==> config.mk <==
export PLATFORM = sky130hd
export DESIGN_NAME = stream_source
export DESIGN_NICKNAME = d
export VERILOG_FILES = /design/src/rtl/stream_source.sv
export SDC_FILE = /design/constraint.sdc
export NUM_CORES = 1
export LEC_CHECK = 0
export BUFFER_PORTS_ARGS = -buffer_cell sky130_fd_sc_hd__buf_2
export CORE_ASPECT_RATIO = 0.9
export CORE_MARGIN = 2
export CORE_UTILIZATION = 40
export DETAILED_ROUTE_END_ITERATION = 8
export PLACE_DENSITY_LB_ADDON = 0.25
export SYNTH_ARGS = -nofsm -noshare
export SYNTH_HDL_FRONTEND = slang
export SYNTH_SLANG_ARGS = --single-unit
==> constraint.sdc <==
create_clock -name clk -period 3.9 [get_ports clk]
set_input_delay 0.195 -clock clk [delete_from_list [all_inputs] [get_ports clk]]
set_output_delay 0.195 -clock clk [all_outputs]
set_load 0.005 [all_outputs]
==> src/rtl/stream_source.sv <==
// Self-contained valid/ready stream transmitter.
// Emits a programmable run of ramp, down-ramp, LFSR or constant samples with optional idle gaps.
module stream_source #(
    parameter int unsigned DATA_W = 64,
    parameter int unsigned CNT_W  = 16,
    parameter int unsigned GAP_W  = 8,
    parameter int unsigned STEP   = 1
) (
    input  logic              clk,
    input  logic              reset,
    input  logic              start,
    input  logic              stop,
    input  logic [1:0]        mode,
    input  logic [DATA_W-1:0] seed,
    input  logic [CNT_W-1:0]  count,
    input  logic [GAP_W-1:0]  gap,
    output logic [DATA_W-1:0] out_data,
    output logic              out_valid,
    input  logic              out_ready,
    output logic              busy,
    output logic              done,
    output logic [CNT_W-1:0]  sent_count
);

    localparam logic [1:0] MODE_RAMP  = 2'd0;
    localparam logic [1:0] MODE_LFSR  = 2'd1;
    localparam logic [1:0] MODE_CONST = 2'd2;
    localparam logic [1:0] MODE_DOWN  = 2'd3;

    localparam logic [63:0]       LFSR_POLY64 = 64'hD800_0000_0000_0000;
    localparam logic [DATA_W-1:0] LFSR_TAPS   = DATA_W'(LFSR_POLY64);

    typedef enum logic [1:0] {
        S_IDLE = 2'd0,
        S_SEND = 2'd1,
        S_GAP  = 2'd2,
        S_DONE = 2'd3
    } state_t;

    state_t             state_q, state_d;
    logic [DATA_W-1:0]  data_q, data_d;
    logic               valid_q, valid_d;
    logic               busy_q, busy_d;
    logic               done_q, done_d;
    logic [CNT_W-1:0]   sent_q, sent_d;
    logic [GAP_W-1:0]   gap_cnt_q, gap_cnt_d;
    logic [1:0]         mode_q, mode_d;
    logic [CNT_W-1:0]   count_q, count_d;
    logic [GAP_W-1:0]   gap_q, gap_d;

    logic               beat;
    logic [CNT_W-1:0]   sent_inc;

    // Next sample in the selected pattern; only called on an accepted beat.
    function automatic logic [DATA_W-1:0] advance(input logic [1:0] m, input logic [DATA_W-1:0] cur);
        logic [DATA_W-1:0] nxt;
        case (m)
            MODE_RAMP:  nxt = cur + DATA_W'(STEP);
            MODE_LFSR:  nxt = (cur >> 1) ^ (cur[0] ? LFSR_TAPS : '0);
            MODE_DOWN:  nxt = cur - DATA_W'(STEP);
            MODE_CONST: nxt = cur;
            default:    nxt = cur;
        endcase
        return nxt;
    endfunction

    assign beat     = valid_q & out_ready;
    assign sent_inc = sent_q + CNT_W'(1);

    // Next-state and registered-output computation for the run controller.
    always_comb begin
        state_d   = state_q;
        data_d    = data_q;
        valid_d   = valid_q;
        busy_d    = busy_q;
        done_d    = 1'b0;
        sent_d    = sent_q;
        gap_cnt_d = gap_cnt_q;
        mode_d    = mode_q;
        count_d   = count_q;
        gap_d     = gap_q;

        case (state_q)
            S_IDLE: begin
                valid_d = 1'b0;
                busy_d  = 1'b0;
                if (start) begin
                    sent_d = '0;
                    if (count != '0) begin
                        mode_d  = mode;
                        count_d = count;
                        gap_d   = gap;
                        // An all-zero LFSR would lock up, so it is nudged to 1.
                        data_d  = (mode == MODE_LFSR && seed == '0) ? DATA_W'(1) : seed;
                        valid_d = 1'b1;
                        busy_d  = 1'b1;
                        state_d = S_SEND;
                    end else begin
                        done_d  = 1'b1;
                        state_d = S_DONE;
                    end
                end
            end
            S_SEND: begin
                // Without a beat everything holds; stop waits for the beat boundary.
                if (beat) begin
                    sent_d = sent_inc;
                    data_d = advance(mode_q, data_q);
                    if (sent_inc == count_q || stop) begin
                        valid_d = 1'b0;
                        busy_d  = 1'b0;
                        done_d  = 1'b1;
                        state_d = S_DONE;
                    end else if (gap_q != '0) begin
                        valid_d   = 1'b0;
                        gap_cnt_d = gap_q;
                        state_d   = S_GAP;
                    end
                end
            end
            S_GAP: begin
                valid_d   = 1'b0;
                gap_cnt_d = gap_cnt_q - GAP_W'(1);
                if (stop) begin
                    busy_d  = 1'b0;
                    done_d  = 1'b1;
                    state_d = S_DONE;
                end else if (gap_cnt_q == GAP_W'(1)) begin
                    valid_d = 1'b1;
                    state_d = S_SEND;
                end
            end
            S_DONE: begin
                valid_d = 1'b0;
                busy_d  = 1'b0;
                state_d = S_IDLE;
            end
            default: begin
                valid_d = 1'b0;
                busy_d  = 1'b0;
                state_d = S_IDLE;
            end
        endcase
    end

    // State and output registers; reset clears the run immediately with no done pulse.
    always_ff @(posedge clk or negedge reset) begin
        if (!reset) begin
            state_q   <= S_IDLE;
            data_q    <= '0;
            valid_q   <= 1'b0;
            busy_q    <= 1'b0;
            done_q    <= 1'b0;
            sent_q    <= '0;
            gap_cnt_q <= '0;
            mode_q    <= MODE_RAMP;
            count_q   <= '0;
            gap_q     <= '0;
        end else begin
            state_q   <= state_d;
            data_q    <= data_d;
            valid_q   <= valid_d;
            busy_q    <= busy_d;
            done_q    <= done_d;
            sent_q    <= sent_d;
            gap_cnt_q <= gap_cnt_d;
            mode_q    <= mode_d;
            count_q   <= count_d;
            gap_q     <= gap_d;
        end
    end

    assign out_data   = data_q;
    assign out_valid  = valid_q;
    assign busy       = busy_q;
    assign done       = done_q;
    assign sent_count = sent_q;

endmodule
==> flow_summary.yaml <==
worst_hold_path:
  hp-class: "in2reg"
  whs_path_depth: 3
drt:
  finalWirelength_um: 44030
  drt_first_pass_iters: 5
  drtAntennaViolNets: 0
  drtIter0Drc: 1458
  wl_per_cell_um: 21.87
  drcViolationCount: 0
  dr_total_vias: 12677
  via_per_inst: 6.298
finish:
  drive_gt1_share_pct: 17.56
  final_cell_area_um2: 12930
  seq_area_um2: 2979
  multi_input_comb_area_um2: 7383
  layout.nets: 1743
  area_growth_pct: 17.80
  fill_cells: 2736
clocking:
  insertion_delay_ns: 0.43
  tritoncts_num_sinks: 119
  cts_tree: "yes"
  cts_buffers: 17
  ctsResizeCount: 0
  clk_pin_slew_ns: 0.07
  root_buffer: "clkbuf_16"
  post-cts-setup-buffers: 0
  h-tree-depth: 4
  cts_hold_buf: 25
  clock_path_buffers: 2
outcome:
  status: "finished clean"
sta:
  finalSetupViolCount: 0
  fmax_mhz: 290.0
  period_minus_slack_ns: 3.448
  fin_tns_setup_ns: 0
  tightest_slew_ns: 0.9845
  grt_setup_unrepaired: "false"
  drv_slew: 0
  hold_viol: 0
  slew_headroom_pct: 33.76
  fin_crit_sh_pct: 88.41
  skew_ns: 0.01505
logic_synthesis:
  synth-edff-count: 0
  syn_inst: 1522
  yosysTopAreaCellShare_pct: 27.13
  synth_top_family_by_area: "simple AND/OR/NAND/NOR gates"
  avgSynthCellArea_um2: 7.213
  synthDistinctLibCells: 90
  async_flop_share_pct: 100.0
  synth-xor-area-share_pct: 6.588
  synthTopCellsByCount: "nand2_1, nor2_1, dfrtp_1"
  synth-seq-cells: 119
  mappedNetlistArea_um2: 10980
  yosysMostFrequentCell: "nand2_1"
  synth_ff_type: "dfrtp_1"
  synthMuxAreaShare_pct: 2.599
  yosysTopAreaCell: "dfrtp_1"
  synth_nets: 1621
  seq_area_frac_synth_pct: 27.13
  synth-adder-area-share_pct: 0.4559
  yosys.area_share.simple_pct: 31.08
  synth_compound_area_share_pct: 26.24
  synthTopCellsByArea: "dfrtp_1, nand2_1, o21ai_0"
  ys.warnings.count: 0
critical_path:
  path_max_fanout: 31
  crit_path_frequent_cell: "and2_1"
  slowest_stage: "o22ai_1"
  crit_type: "reg2reg"
  end_kind: "flip-flop"
  cp_data_required_time_ns: 4.21
  r2r_cells: 10
  cpPeakStageDelay_ns: 0.44
  cp_cell_sequence: "and2_2 -> buf_4 -> o32a_1 -> o22ai_1 -> and2_1 -> o2bb2ai_1 -> and2_1 -> and4_1 -> nor4b_1 -> or3b_1"
  worstSetupStartpointType: "flip-flop"
  cp.arrival_ns: 3.76
die:
  fp-row-count: 57
  ioPinCount: 178
  coreArea_um2: 26960
  dieWidth_um: 178.6
  dieHeight_um: 161.2
  initial_utilization_pct: 40.72
  dieArea_um2: 28790
global_route:
  grt_max_degree: 68
  met2_usage_pct: 44.66
  grt_pass1_vias: 11529
  antenna_found_initial: 2
  grt.total_usage_pct: 30.34
  busiest_layer: "met1"
  grt_pass1_wl_um: 67980
  grt_overflow: 0
  met3_usage_pct: 5.391
  grtUsageMet1_pct: 44.97
placement:
  dp_hpwl_um: 31710
  gp_congestion: 0.9697
  port_buffers: 177
  place_area_um2: 12080
pwr:
  vdd_drop_max_uv: 354.0
  leakage_nw: 5.435
  finalPower_mw: 10.09
  power_density_nw_per_um2: 780.1
job:
  maxCapViolCount: 0
## metal layers
metal / part of all wire (%) / vias up
li1: - / 5887
met1: 45 / 6066
met2: 44 / 653
met3: 9.0 / 71
met4: 2.4 / 0
met5: 0 / -
## critical path: cells and delay by family (launching register included)
| family | cells | cell delay (ns) |
|---|---|---|
| AO/OA/AOI/OAI | 3 | 1.12 |
| flip-flops | 1 | 0.42 |
| AND/OR/NAND/NOR | 6 | 1.52 |
| buffers and inverters | 1 | 0.27 |
## cells by family (layout without fill, tap and decap cells)
| logic type | Yosys count | in the layout |
|---|---|---|
| buffers and inverters | 157 | 292 |
| flip-flops | 119 | 119 |
| multiplexers | 28 | 28 |
| other | 0 | 2 |
| XOR/XNOR | 81 | 81 |
| AO/OA/AOI/OAI | 436 | 436 |
| AND/OR/NAND/NOR | 697 | 697 |
| adder cells (fa/ha/maj) | 4 | 4 |
## final timing paths
kind / startpoint / endpoint / slack, ns
max: mode_q[1] / out_data[60] / 0.45
max in group asynchronous: reset / out_data[31] / 2.68
min: seed[7] / out_data[7] / 0.03
min reg2reg: gap_cnt_q[7] / gap_cnt_q[7] / 0.46
min in group asynchronous: reset / gap_cnt_q[6] / 0.37
max reg2reg: mode_q[1] / out_data[60] / 0.45
## placed cells by master (no fill, tap or decap), drive strengths merged, types with 9 or more instances in the layout
cell	instances
o31ai	14
o211ai	24
nand2	235
a22oi	14
a31oi	24
o22ai	11
a21o	12
and3	32
inv	27
or3	12
nor3	51
mux2i	24
xor2	42
nand3	62
a211oi	24
and2	13
a21boi	10
o21ai	126
a221oi	19
or2	9
nand4	31
nor2	138
dfrtp	119
a21oi	84
dlygate4sd3	25
clkbuf	17
xnor2	38
buf	218
nor4	58
or4	10
## state kept, by name (all words and copies together), names as in the netlist
name,count
count_q,16
gap_q,8
done,1
mode_q,2
busy,1
state_q,2
gap_cnt_q,8
out_valid,1
sent_count,16
out_data,64
## final cells by class
class / count / area share (%)
multi-input cells: 1246 / 57.09
flip-flops and latches: 119 / 23.04
repair buffers: 243 / 11.28
well taps: 354 / 3.425
clock buffers: 17 / 3.289
clock inverters: 15 / 1.345
inverters: 17 / 0.4934
diodes: 2 / 0.03870
## metrics by stage
step | hold slack, ns | instances | util (%) | setup slack (ns)
3_3_place_gp | 0.3097 | 1954 | 44.80 | 0.5222
6_report | 0.02776 | 2013 | 47.97 | 0.4519
3_5_place_dp | 0.3090 | 1954 | 44.80 | 0.4724
4_1_cts | 0.009340 | 2011 | 47.95 | 0.4381
5_1_grt | 0.03212 | 2013 | 47.97 | 0.1198
2_1_floorplan | -0.1006 | 1522 | - | 0.08393
## power by group
group | leakage (nW) | switching (mW) | internal (mW)
logic | 3.65 | 3.44 | 2.13
clock network | 0.294 | 0.747 | 0.920
registers | 1.49 | 1.14 | 1.72
No activity file was read; power rests on OpenSTA's default activity.
